<file path="src/rtl/microprocessor_core_if.sv">
// Bus between the board top and microprocessor_core: the step strobe, the
// instruction and its address, writeback observation and the debug read port.
interface microprocessor_core_if #(
  parameter int DATA_W   = 8,
  parameter int REG_BITS = 2,
  parameter int PC_W     = 8
) ();
  localparam int INSTR_W = 3 + 3 * REG_BITS;

  logic                step;
  logic [INSTR_W-1:0]  instruction;
  logic [PC_W-1:0]     instruction_address;
  logic [2:0]          op;
  logic                reg_write;
  logic                mem_write;
  logic                mem_read;
  logic [REG_BITS-1:0] rw_num;
  logic [DATA_W-1:0]   rw_data;
  logic                data_invalid;
  logic                halted;
  logic [REG_BITS-1:0] dbg_sel;
  logic [DATA_W-1:0]   dbg_data;

  modport master (
    output step, instruction, dbg_sel,
    input  instruction_address, op, reg_write, mem_write, mem_read,
           rw_num, rw_data, data_invalid, halted, dbg_data
  );

  modport slave (
    input  step, instruction, dbg_sel,
    output instruction_address, op, reg_write, mem_write, mem_read,
           rw_num, rw_data, data_invalid, halted, dbg_data
  );
endinterface

</file>
<file path="src/rtl/microprocessor_core.sv">
// Single-cycle parametrised teaching core: one instruction per step strobe,
// register file and data memory in flops so reset can reinitialise both.
module microprocessor_core #(
  parameter int DATA_W   = 8,
  parameter int REG_BITS = 2,
  parameter int MEM_BITS = 5,
  parameter int PC_W     = 8
) (
  input  logic                 clock,
  input  logic                 reset,
  microprocessor_core_if.slave bus
);
  localparam int INSTR_W   = 3 + 3 * REG_BITS;
  localparam int REG_COUNT = 1 << REG_BITS;
  localparam int DEPTH     = 1 << MEM_BITS;
  localparam int HALF      = DEPTH / 2;

  typedef enum logic [2:0] {
    OP_ADD   = 3'd0,
    OP_LOAD  = 3'd1,
    OP_STORE = 3'd2,
    OP_JUMP  = 3'd3,
    OP_SUB   = 3'd4,
    OP_BEQ   = 3'd5,
    OP_ADDI  = 3'd6,
    OP_HALT  = 3'd7
  } opcode_e;

  logic [DATA_W-1:0] regs_q [REG_COUNT];
  logic [DATA_W-1:0] mem_q  [DEPTH];
  logic [DATA_W-1:0] mem_init [DEPTH];

  logic [PC_W-1:0]     pc_q, pc_d;
  logic                halted_q, halted_d;
  logic [2:0]          op_q, op_d;
  logic                reg_write_q, reg_write_d;
  logic                mem_write_q, mem_write_d;
  logic                mem_read_q, mem_read_d;
  logic [REG_BITS-1:0] rw_num_q, rw_num_d;
  logic [DATA_W-1:0]   rw_data_q, rw_data_d;
  logic                data_invalid_q, data_invalid_d;

  logic                rf_we;
  logic [REG_BITS-1:0] rf_waddr;
  logic [DATA_W-1:0]   rf_wdata;
  logic                mem_we;

  opcode_e             opc;
  logic [REG_BITS-1:0] fa, fb, fc;
  logic [DATA_W-1:0]   imm_data, reg_a, reg_b;
  logic [PC_W-1:0]     imm_pc, pc_inc, branch_target;
  logic [MEM_BITS-1:0] mem_addr;

  // Lower half counts up from 0, upper half counts down from 0 (two's complement).
  genvar gi;
  generate
    for (gi = 0; gi < DEPTH; gi++) begin : g_mem_init
      if (gi < HALF) begin : g_low
        assign mem_init[gi] = DATA_W'(gi);
      end else begin : g_high
        assign mem_init[gi] = DATA_W'(HALF - gi);
      end
    end
  endgenerate

  assign opc      = opcode_e'(bus.instruction[INSTR_W-1 -: 3]);
  assign fa       = bus.instruction[3*REG_BITS-1 -: REG_BITS];
  assign fb       = bus.instruction[2*REG_BITS-1 -: REG_BITS];
  assign fc       = bus.instruction[REG_BITS-1:0];
  assign imm_data = {{(DATA_W-REG_BITS){fc[REG_BITS-1]}}, fc};
  assign imm_pc   = {{(PC_W-REG_BITS){fc[REG_BITS-1]}}, fc};
  assign reg_a    = regs_q[fa];
  assign reg_b    = regs_q[fb];
  assign mem_addr = MEM_BITS'(reg_a + imm_data);
  assign pc_inc        = pc_q + PC_W'(1);
  assign branch_target = pc_inc + imm_pc;

  always_comb begin
    pc_d           = pc_q;
    halted_d       = halted_q;
    op_d           = op_q;
    reg_write_d    = 1'b0;
    mem_write_d    = 1'b0;
    mem_read_d     = 1'b0;
    rw_num_d       = rw_num_q;
    rw_data_d      = rw_data_q;
    data_invalid_d = data_invalid_q;
    rf_we          = 1'b0;
    rf_waddr       = fc;
    rf_wdata       = '0;
    mem_we         = 1'b0;

    if (bus.step && !halted_q) begin
      op_d           = opc;
      pc_d           = pc_inc;
      data_invalid_d = 1'b1;
      case (opc)
        OP_ADD: begin
          rf_we    = 1'b1;
          rf_waddr = fc;
          rf_wdata = reg_a + reg_b;
        end
        OP_LOAD: begin
          rf_we      = 1'b1;
          rf_waddr   = fb;
          rf_wdata   = mem_q[mem_addr];
          mem_read_d = 1'b1;
        end
        OP_STORE: begin
          mem_we      = 1'b1;
          mem_write_d = 1'b1;
        end
        OP_JUMP: pc_d = branch_target;
        OP_SUB: begin
          rf_we    = 1'b1;
          rf_waddr = fc;
          rf_wdata = reg_a - reg_b;
        end
        OP_BEQ: begin
          if (reg_a == reg_b) pc_d = branch_target;
        end
        OP_ADDI: begin
          rf_we    = 1'b1;
          rf_waddr = fb;
          rf_wdata = reg_a + imm_data;
        end
        OP_HALT: begin
          halted_d = 1'b1;
          pc_d     = pc_q;
        end
        default: ;
      endcase
      // Observation outputs track only instructions that write a register.
      if (rf_we) begin
        reg_write_d    = 1'b1;
        rw_num_d       = rf_waddr;
        rw_data_d      = rf_wdata;
        data_invalid_d = 1'b0;
      end
    end
  end

  always_ff @(posedge clock) begin
    if (reset) begin
      pc_q           <= '0;
      halted_q       <= 1'b0;
      op_q           <= '0;
      reg_write_q    <= 1'b0;
      mem_write_q    <= 1'b0;
      mem_read_q     <= 1'b0;
      rw_num_q       <= '0;
      rw_data_q      <= '0;
      data_invalid_q <= 1'b1;
    end else begin
      pc_q           <= pc_d;
      halted_q       <= halted_d;
      op_q           <= op_d;
      reg_write_q    <= reg_write_d;
      mem_write_q    <= mem_write_d;
      mem_read_q     <= mem_read_d;
      rw_num_q       <= rw_num_d;
      rw_data_q      <= rw_data_d;
      data_invalid_q <= data_invalid_d;
    end
  end

  always_ff @(posedge clock) begin
    if (reset) begin
      for (int i = 0; i < REG_COUNT; i++) regs_q[i] <= '0;
      for (int i = 0; i < DEPTH; i++) mem_q[i] <= mem_init[i];
    end else begin
      if (rf_we) regs_q[rf_waddr] <= rf_wdata;
      if (mem_we) mem_q[mem_addr] <= reg_b;
    end
  end

  assign bus.instruction_address = pc_q;
  assign bus.op                  = op_q;
  assign bus.reg_write           = reg_write_q;
  assign bus.mem_write           = mem_write_q;
  assign bus.mem_read            = mem_read_q;
  assign bus.rw_num              = rw_num_q;
  assign bus.rw_data             = rw_data_q;
  assign bus.data_invalid        = data_invalid_q;
  assign bus.halted              = halted_q;
  assign bus.dbg_data            = regs_q[bus.dbg_sel];
endmodule

</file>
<file path="src/flat_wrapper.sv">
// flat-port wrapper written by rule: the top's interface ports become plain ports
module microprocessor_core_flat 
#(
  parameter int DATA_W   = 8,
  parameter int REG_BITS = 2,
  parameter int MEM_BITS = 5,
  parameter int PC_W     = 8
)
  (clock, reset, bus_step, bus_instruction, bus_dbg_sel, bus_instruction_address, bus_op, bus_reg_write, bus_mem_write, bus_mem_read, bus_rw_num, bus_rw_data, bus_data_invalid, bus_halted, bus_dbg_data);
  microprocessor_core_if #(.DATA_W(DATA_W), .REG_BITS(REG_BITS), .PC_W(PC_W)) bus_i ();
  input  logic clock;
  input  logic reset;
  input wire logic [$bits(bus_i.step)-1:0] bus_step;
  input wire logic [$bits(bus_i.instruction)-1:0] bus_instruction;
  input wire logic [$bits(bus_i.dbg_sel)-1:0] bus_dbg_sel;
  output wire logic [$bits(bus_i.instruction_address)-1:0] bus_instruction_address;
  output wire logic [$bits(bus_i.op)-1:0] bus_op;
  output wire logic [$bits(bus_i.reg_write)-1:0] bus_reg_write;
  output wire logic [$bits(bus_i.mem_write)-1:0] bus_mem_write;
  output wire logic [$bits(bus_i.mem_read)-1:0] bus_mem_read;
  output wire logic [$bits(bus_i.rw_num)-1:0] bus_rw_num;
  output wire logic [$bits(bus_i.rw_data)-1:0] bus_rw_data;
  output wire logic [$bits(bus_i.data_invalid)-1:0] bus_data_invalid;
  output wire logic [$bits(bus_i.halted)-1:0] bus_halted;
  output wire logic [$bits(bus_i.dbg_data)-1:0] bus_dbg_data;
  assign bus_i.step = bus_step;
  assign bus_i.instruction = bus_instruction;
  assign bus_i.dbg_sel = bus_dbg_sel;
  assign bus_instruction_address = bus_i.instruction_address;
  assign bus_op = bus_i.op;
  assign bus_reg_write = bus_i.reg_write;
  assign bus_mem_write = bus_i.mem_write;
  assign bus_mem_read = bus_i.mem_read;
  assign bus_rw_num = bus_i.rw_num;
  assign bus_rw_data = bus_i.rw_data;
  assign bus_data_invalid = bus_i.data_invalid;
  assign bus_halted = bus_i.halted;
  assign bus_dbg_data = bus_i.dbg_data;
  microprocessor_core #(.DATA_W(DATA_W), .REG_BITS(REG_BITS), .MEM_BITS(MEM_BITS), .PC_W(PC_W)) u_core (.clock(clock), .reset(reset), .bus(bus_i));
endmodule
</file>
<file path="config.mk">
export PLATFORM = sky130hd
export DESIGN_NAME = microprocessor_core_flat
export DESIGN_NICKNAME = d
export VERILOG_FILES = /design/src/rtl/microprocessor_core_if.sv /design/src/rtl/microprocessor_core.sv /design/src/flat_wrapper.sv
export SDC_FILE = /design/constraint.sdc
export NUM_CORES = 1
export LEC_CHECK = 0
export CORE_MARGIN = 3
export CORE_UTILIZATION = 45
export CTS_CLUSTER_SIZE = 25
export DETAILED_ROUTE_END_ITERATION = 10
export PLACE_DENSITY_LB_ADDON = 0.3
export RECOVER_POWER = 100
export SLEW_MARGIN = 20
export SYNTH_ARGS = -nofsm -noshare
export SYNTH_HDL_FRONTEND = slang
export SYNTH_SLANG_ARGS = --single-unit
</file>
<file path="constraint.sdc">
create_clock -name clock -period 5.1 [get_ports clock]
set_clock_uncertainty 0.05 [all_clocks]
set_input_delay 0.765 -clock clock [delete_from_list [all_inputs] [get_ports clock]]
set_output_delay 0.765 -clock clock [all_outputs]
set_load 0.01 [all_outputs]
</file>
### After elaboration in Yosys (flattened, before gate mapping)

Memories as Yosys holds them, arrays and structs flattened.
Cells that the tools add are included.
Widths: inputs -> output; s select.

| operators by class | value |
|---|---|
| $lt $le $gt $ge | 0 |
| equality and inequality tests | 8 |
| $add $sub $neg | 5 |
| divide/modulo/power cells | 0 |
| shift-type cells | 0 |
| bitwise logic cells | 2 |
| multiply operators | 0 |
| muxes and demuxes | 28 |
| reductions and logical operators | 11 |

Operators with widths:

| kind | number |
|---|---|
| $mux 8 | 4 |
| $pmux 8 s4 | 1 |
| $add 8x8->8 | 3 |
| $pmux 8 s3 | 1 |
| $mux 1 | 18 |
| $reduce_or 8->1 | 2 |
| $eq 3x3->1 const B | 4 |
| $add 8x1->8 const B | 1 |
| $eq 8x8->1 | 1 |
| $sub 8x8->8 | 1 |
| $eq 3x2->1 const B | 2 |
| $mux 2 | 3 |
| $reduce_and 2->1 | 3 |
| $mux 5 | 1 |
| $reduce_or 2->1 | 2 |
| $reduce_or 4->1 | 1 |
| $eq 3x1->1 const B | 1 |
| $logic_not 3->1 | 1 |
| $not 1->1 | 2 |
| $logic_and 1x1->1 | 1 |
| $logic_not 1->1 | 1 |

| word-level totals | value |
|---|---|
| bits of input ports | 14 |
| word-level logic and storage cells | 65 |
| flip-flop bits (word level) | 26 |
| output and inout port bits | 34 |
| memories kept | 2 |
| bits in writable memories | 288 |
| bits in read-only memories | 0 |
| latch bits | 0 |

Memories:

| name | depth | bits a word | read ports | clocked after Yosys merged registers in | write ports | line | source |
|---|---|---|---|---|---|---|---|
| u_core.mem_q | 32 | 8 | 1 | 0 | 32 | microprocessor_core.sv:30 | `logic [DATA_W-1:0] mem_q [DEPTH];` |
| u_core.regs_q | 4 | 8 | 3 | 0 | 4 | microprocessor_core.sv:29 | `logic [DATA_W-1:0] regs_q [REG_COUNT];` |

### Depth between registers and ports, before layout

Gate-level depths: netlist of the first run.

| logic depth | value |
|---|---|
| word-level depth | 10 |
| mapped depth | 17 |

### Worst setup path before layout of the first run

Ideal clock, no wire load.

| timing | value |
|---|---|
| path kind | input-to-reg |
| from | input port bus_instruction[4] |
| to | memory u_core.mem_q[18][0], enable pin |
| data arrival time | 4206 ps |
| slack | 460 ps |
| buffers on the path | 6 |
| cell stages on the path | 12 |
| cells stage by stage | buf_4 -> mux4_2 -> ha_1 -> fa_1 -> buf_2 -> buf_2 -> buf_2 -> buf_2 -> nand2_1 -> or2_2 -> clkbuf_1 -> o21ai_0 |

RTL lines:

| item | line | source |
|---|---|---|
| start: declaration | flat_wrapper.sv:14 | `input wire logic [$bits(bus_i.instruction)-1:0] bus_instruction;` |
| end: declaration | microprocessor_core.sv:30 |  |

==> summary.md, run 1 <==
| Metric | Value |
|---|---|
| Startpoint Class | `primary input` |
| CTS hold repair buffers | `0` |
| Die Span Y | `between 150 and 200 µm` |
| Outcome | `finished clean` |
| Die X-Extent | `approximately 190 µm` |
| Final hold violation count | `0` |
| R2r setup slk | `about 0.75 ns` |
| Worst relative slew slack | `0.308` |
| Clk pin slew, worst setup/hold paths | `0.06 ns` |
| Antenna cells | `0` |
| Layout area overhead | `14.6%` |
| Worst Hold Class | `register to register` |
| Via-per-instance ratio | `about 6.1` |
| Max cap viols | `0` |
| CTS max path bufs | `3` |
| RSZ-0062 raised after global routing | `no` |
| Most frequent cells in the layout | `288 x edfxtp_1, 201 x nand2_1, 192 x nor2_1` |
| Setup CP Type | `primary input to register` |
| Core Rows | `68` |
| CTS buffer count | `34` |
| Post-CTS resize count | `0` |
| Worst path cell trace | `clkdlybuf4s50_1 > buf_4 > mux4_2 > ha_1 > clkbuf_1 > nand3_1 > nand3_1 > nand2_1 > mux4_2 > a22o_1 > nor4_2 > nor2_1` |
| Share of cells above drive strength 1 | `0.155` |
| Setup-failing EPs final | `0` |
| Mapped cell area | `between 15000 and 20000 µm²` |
| Ys async rst share | `0` |
| Ys flop type | `edfxtp_1` |
| Power Dens Cells | `~350 nW/µm²` |
| Vias in the first global route | `approximately 11000` |
| Syn_area_per_cell | `12.3 µm²` |
| Final worst path period share | `0.927` |
| Drt first pass iters | `6` |
| Worst EP required | `between 5 and 6 ns` |
| Post-CTS setup buffers | `0` |
| Yosys cell types | `between 70 and 80` |
| Syn Nets | `~1300` |
| Setup Total Neg Slack | `0 ns` |
| YS warnings | `0` |
| Seq/Total Area, Yosys | `0.574` |
| Crit. Startpoint | `bus_instruction[4]` |
| Synth Register Bits | `314` |
| Worst-Margin Slew | `1.03 ns` |
| Initial DRC count | `1222` |
| H-tree depth | `2` |
| Wire length per cell | `between 20 and 25 µm` |
| Core area | `about 35000 µm²` |
| Routed Antenna Nets | `0` |
| Slowest CP cell | `mux4_2` |
| CP endpoint kind | `register` |
| Crit path depth | `12` |
| GP Congestion | `0.935` |
| Initial antenna violation count | `0` |
| CP max FO | `8` |
| Synthesized instance count | `1300` |
| Worst vdd ir | `0.245 mV` |
| WP data arrival | `a little under 5 ns` |
| Core Util, Final | `0.526` |
| Min Tclk post-route | `4.73 ns` |
| Slew Limit Fails | `0` |
| Post-route cell area | `18300 µm²` |
| Leakage | `between 6 and 7 nW` |
| Critical path endpoint | `u_core.regs_q[0][7]` |
| Cell Area, Placed | `around 17000 µm²` |
| Worst Reg2Reg Path Length in Cells | `12` |
| R2R Path End | `u_core.regs_q[0][6]` |
| CP peak stage delay | `around 0.62 ns` |
| Root Driver | `clkbuf_16` |
| Total number of vias | `11373` |
| DRC viols | `0` |
| I/O Pins | `48` |
| Worst reg2reg path startpoint | `u_core.regs_q[3][0]` |
| Final HPWL DP | `roughly 31000 µm` |
| WL final | `around 45000 µm` |
| First-pass GRT wire length | `roughly 68000 µm` |
| GR Util All Layers | `0.236` |
| Clk sink count | `314` |
| Delay-heaviest family, CP | `simple AND/OR/NAND/NOR gates` |
| Crit path buf inv count | `3` |
| TritonCTS clock tree | `built` |
| Clk Latency, worst-skew pair | `0.53 ns` |
| Most common cell after layout, fill and taps aside | `edfxtp_1` |
| Largest net degree at the start of global routing | `44` |
| Number of flops mapped to enable cells by yosys | `approximately 290` |
| Nets | `about 1400` |
| Die area | `37800 µm²` |
| Remaining Overflow, GRT | `0` |
| IO Port Bufs | `47` |
| Starting Density | `0.459` |
| Fmax | `0.211 GHz` |
[per-stage QoR]
stage          total power [W]  std cells  worst slack (ns)  hold slack, ns
4_1_cts                0.00651       1867             0.493           0.410
6_report               0.00649       1867             0.370           0.404
5_1_grt                0.00669       1867             0.175           0.423
2_1_floorplan          0.00379       1300             0.460           0.431
3_3_place_gp           0.00424       1807          -0.00993           0.396
3_5_place_dp           0.00426       1807           -0.0420           0.401
[worst min-delay path by stage]
stage	from	cells past startpoint	end
after floorplan	u_core.bus.op[0]	2	u_core.bus.op[0]
after global placement	u_core.bus.rw_num[1]	2	u_core.bus.rw_num[1]
after detailed placement	u_core.bus.rw_num[1]	2	u_core.bus.rw_num[1]
after CTS	u_core.bus.op[0]	2	u_core.bus.op[0]
after global routing	u_core.bus.op[2]	2	u_core.bus.op[2]
final	u_core.bus.op[0]	2	u_core.bus.op[0]
[metal layers]
layer / global-route usage / up-vias / part of all wire
li1: - / 4977 / -
met1: 0.330 / 5689 / 0.40
met2: 0.382 / 621 / 0.48
met3: 0.0414 / 86 / 0.096
met4: 0.0652 / 0 / 0.026
met5: 0 / - / 0
[cells in the mapped netlist (22+ instances only)]
master    instances  share of area
a21oi_1          31         0.0097
buf_2            22         0.0069
clkbuf_1         50          0.012
dfxtp_1          26          0.033
edfxtp_1        288           0.54
ha_1             30          0.023
inv_1            23         0.0054
mux4_2           78           0.11
nand2_1         200          0.047
nand3_1          42          0.013
nor2_1          191          0.045
nor3_1           29         0.0091
o21ai_0          44          0.014
[final cells by class]
class	instances	area [µm²]
clock buffers	40	883
clock inverters	20	130
fillers	2945	16500
inverters	24	90.1
multi-input cells	874	6370
flip-flops and latches	314	9170
well taps	455	569
repair buffers	140	1090
[worst register-to-register path: stages, from the launching register on]
cell	delay (ns)
edfxtp_1	0.42
mux4_2	0.58
ha_4	0.22
fa_4	0.80
buf_12	0.23
clkbuf_1	0.42
mux4_2	0.42
nand2_1	0.10
nand3_1	0.12
and3_1	0.26
nor4_1	0.24
buf_4	0.20
nor2_1	0.06
[where the power goes]
group          internal [W]  total (W)  switching [W]
clock               0.00125    0.00228        0.00103
combinational      0.000502    0.00130       0.000796
sequential          0.00288    0.00291      0.0000362
[cell families after synthesis]
logic type,share of synthesized area
AND/OR/NAND/NOR,0.156
flip-flops,0.574
AO/OA/AOI/OAI,0.0636
buffers and inverters,0.0326
multiplexers,0.135
adder cells (fa/ha/maj),0.0285
XOR/XNOR,0.0103
[state kept, by name, indices dropped and copies added (netlist names)]
signal / cells
u_core.bus.data_invalid: 1
u_core.bus.halted: 1
u_core.bus.instruction_address: 8
u_core.bus.mem_read: 1
u_core.bus.mem_write: 1
u_core.bus.op: 3
u_core.bus.reg_write: 1
u_core.bus.rw_data: 8
u_core.bus.rw_num: 2
u_core.mem_q: 256
u_core.regs_q: 32
No activity file was read; power rests on OpenSTA's default activity.
==> inputs of run 2 (changes only) <==
--- a/config.mk
+++ b/config.mk
@@ -5,6 +5,8 @@
 export SDC_FILE = /design/constraint.sdc
 export NUM_CORES = 1
 export LEC_CHECK = 0
+export CELL_PAD_IN_SITES_DETAIL_PLACEMENT = 0
+export CELL_PAD_IN_SITES_GLOBAL_PLACEMENT = 1
 export CORE_MARGIN = 3
 export CORE_UTILIZATION = 45
 export CTS_CLUSTER_SIZE = 25
==> run 2 against run 1 <==
Net effect:
- the flow now finishes with violations (max-capacitance violations, max-slew violations)
- sequential cell count is the same
- clock power grew 7%
- critical path depth shrank 1
- wire length grew 2.5%
- setup slack lost 0.053 ns
- sequential power is essentially flat
- critical path type unchanged
- highest routed layer is now met5
==> summary.md, run 2 (synthesized netlist as in run 1, its figures left out) <==
| Metric | Value |
|---|---|
| Outcome | `finished, violations left` |
| Failing checks | `max-capacitance violations, max-slew violations` |
| Power Dens Cells | `362 nW/µm² (+2.1%)` |
| Initial antenna violation count | `1 (+1)` |
| Worst reg2reg path startpoint | `u_core.regs_q[3][0]` |
| Max cap viols | `1 (+1)` |
| Most frequent cells in the layout | `288 x edfxtp_1, 201 x nand2_1, 192 x nor2_1` |
| Worst-Margin Slew | `2.54 ns (+1.51 ns)` |
| CTS hold repair buffers | `0 (unchanged)` |
| Number of flip-flops in the largest register | `256 (unchanged)` |
| IO Port Bufs | `47 (unchanged)` |
| Initial DRC count | `1334 (+9.2%)` |
| Most common cell after layout, fill and taps aside | `edfxtp_1` |
| Drt first pass iters | `6 (unchanged)` |
| TritonCTS clock tree | `built` |
| Final Power | `0.00669 W (+3.1%)` |
| Root Driver | `clkbuf_16` |
| Crit. Startpoint | `bus_instruction[4]` |
| DRC viols | `0 (unchanged)` |
| Critical path endpoint | `u_core.mem_q[8][5]` |
| Clk pin slew, worst setup/hold paths | `0.06 ns (about the same)` |
| Layout Cells excl Fill | `1886 (+1.0%)` |
| Worst relative slew slack | `-0.692 (-1.00)` |
| Post-CTS setup buffers | `0 (unchanged)` |
| R2R Path End | `u_core.mem_q[8][5]` |
| Worst EP required | `5.20 ns (-0.11 ns)` |
| Final hold violation count | `0 (unchanged)` |
| Startpoint Class | `primary input` |
| Nets | `1453 (+1.2%)` |
| Hold WS | `0.410 ns (+0.00610 ns)` |
| Die area | `37800 µm² (unchanged)` |
| CTS buffer count | `34 (unchanged)` |
| Die Span Y | `194 µm (unchanged)` |
| CP max FO | `21 (+13)` |
| Starting Density | `0.459 (unchanged)` |
| Setup-failing EPs final | `0 (unchanged)` |
| Via-per-instance ratio | `5.97 (-2.0%)` |
| Wire length per cell | `24.4 µm (+1.5%)` |
| Setup WS post-layout | `0.317 ns (-0.0531 ns)` |
| First-pass GRT wire length | `70300 µm (+2.6%)` |
| Largest Register | `u_core.mem_q` |
| Largest net degree at the start of global routing | `44 (unchanged)` |
| Core area | `34800 µm² (unchanged)` |
| WL final | `45900 µm (+2.5%)` |
| Vias in the first global route | `11026 (-1.5%)` |
| Min Tclk post-route | `4.78 ns (+0.0531 ns)` |
| H-tree depth | `2 (unchanged)` |
| Clk Latency, worst-skew pair | `0.52 ns (about the same)` |
| Setup CP Type | `primary input to register` |
| Worst Reg2Reg Path Length in Cells | `10 (-2)` |
| Remaining Overflow, GRT | `0 (unchanged)` |
| Regs by FF count | `u_core.mem_q: 256 flops, u_core.regs_q: 32 flops` |
| R2r setup slk | `0.73 ns (-0.02 ns)` |
| Share of cells above drive strength 1 | `0.155 (about the same)` |
| Total number of vias | `11255 (-1.0%)` |
| Post-CTS resize count | `0 (unchanged)` |
| Core Util, Final | `0.531 (+0.00521)` |
| Core Rows | `68 (unchanged)` |
| Pre-CTS setup slack | `-0.0199 ns (+0.0221 ns)` |
| GP Congestion | `0.915 (-2.2%)` |
| Worst vdd ir | `0.283 mV (+16%)` |
| Layout area overhead | `15.7%` |
| Slew Limit Fails | `44 (+44)` |
| CP endpoint kind | `register` |
| GR Util All Layers | `0.242 (+0.00683)` |
| Worst Hold Class | `register to register` |
| RSZ-0062 raised after global routing | `no` |
| Leakage | `6.26 nW (+1.3%)` |
| Fmax | `0.209 GHz (-1.1%)` |
| Routed Antenna Nets | `0 (unchanged)` |
| Final HPWL DP | `32900 µm (+6.0%)` |
| CTS max path bufs | `3 (unchanged)` |
| Antenna cells | `0 (unchanged)` |
| Placed Cells | `1824 (+0.94%)` |
| Die X-Extent | `194 µm (unchanged)` |
| Clk sink count | `314 (unchanged)` |
| Final worst path period share | `0.938 (+0.0104)` |
| WP data arrival | `4.88 ns (-0.06 ns)` |
| I/O Pins | `48 (unchanged)` |
-- run 2: power breakdown --
| group | total (W) | leakage [nW] | internal [W] | switching [W] |
|---|---|---|---|---|
| combinational | 0.00132 | 2.92 | 0.000510 | 0.000812 |
| sequential | 0.00292 | 2.80 | 0.00288 | 0.0000443 |
| clock | 0.00245 | 0.538 | 0.00144 | 0.00101 |
-- run 2: final cells by class --
cell class / instances / area (µm²)
Inverter: 24 / 90.1
Tap cell: 455 / 569
Multi-Input combinational cell: 874 / 6380
Sequential cell: 314 / 9170
Clock buffer: 42 / 912
Fill cell: 2991 / 16300
Timing Repair Buffer: 157 / 1170
Clock inverter: 20 / 199
-- run 2: worst min path at each step --
stage	to	from	slack (ns)	depth (start not counted)
6_report	u_core.bus.rw_num[1]	u_core.bus.rw_num[1]	0.41	2
5_1_grt	u_core.bus.rw_num[1]	u_core.bus.rw_num[1]	0.43	2
4_1_cts	u_core.bus.rw_num[1]	u_core.bus.rw_num[1]	0.41	2
3_5_place_dp	u_core.bus.rw_num[1]	u_core.bus.rw_num[1]	0.40	2
3_3_place_gp	u_core.bus.op[0]	u_core.bus.op[0]	0.40	2
2_1_floorplan	u_core.bus.op[0]	u_core.bus.op[0]	0.43	2
-- run 2: per-layer routing --
layer,vias to the layer above,routed length [µm],global-route usage
met5,-,13,0
met4,2,871,0.0489
met3,71,3890,0.0406
met2,499,21500,0.381
met1,5655,19700,0.361
li1,5028,-,-
-- run 2: worst max-delay path: stages --
cell and delay, ns:
dlygate4sd3_1 0.58, mux4_2 0.60, ha_4 0.21, fa_4 0.69, buf_12 0.21, buf_12 0.17
nor3_1 0.32, clkbuf_1 0.61, clkbuf_4 0.28, nand2_1 0.07, nand2_1 0.36
-- run 2: through the flow --
| step | area [µm²] | TNS, ns |
|---|---|---|
| final | 18500 | 0 |
| after global routing | 18500 | 0 |
| after CTS | 18700 | 0 |
| after detailed placement | 17600 | -0.0387 |
| after global placement | 17600 | 0 |
| after floorplan | 16000 | 0 |
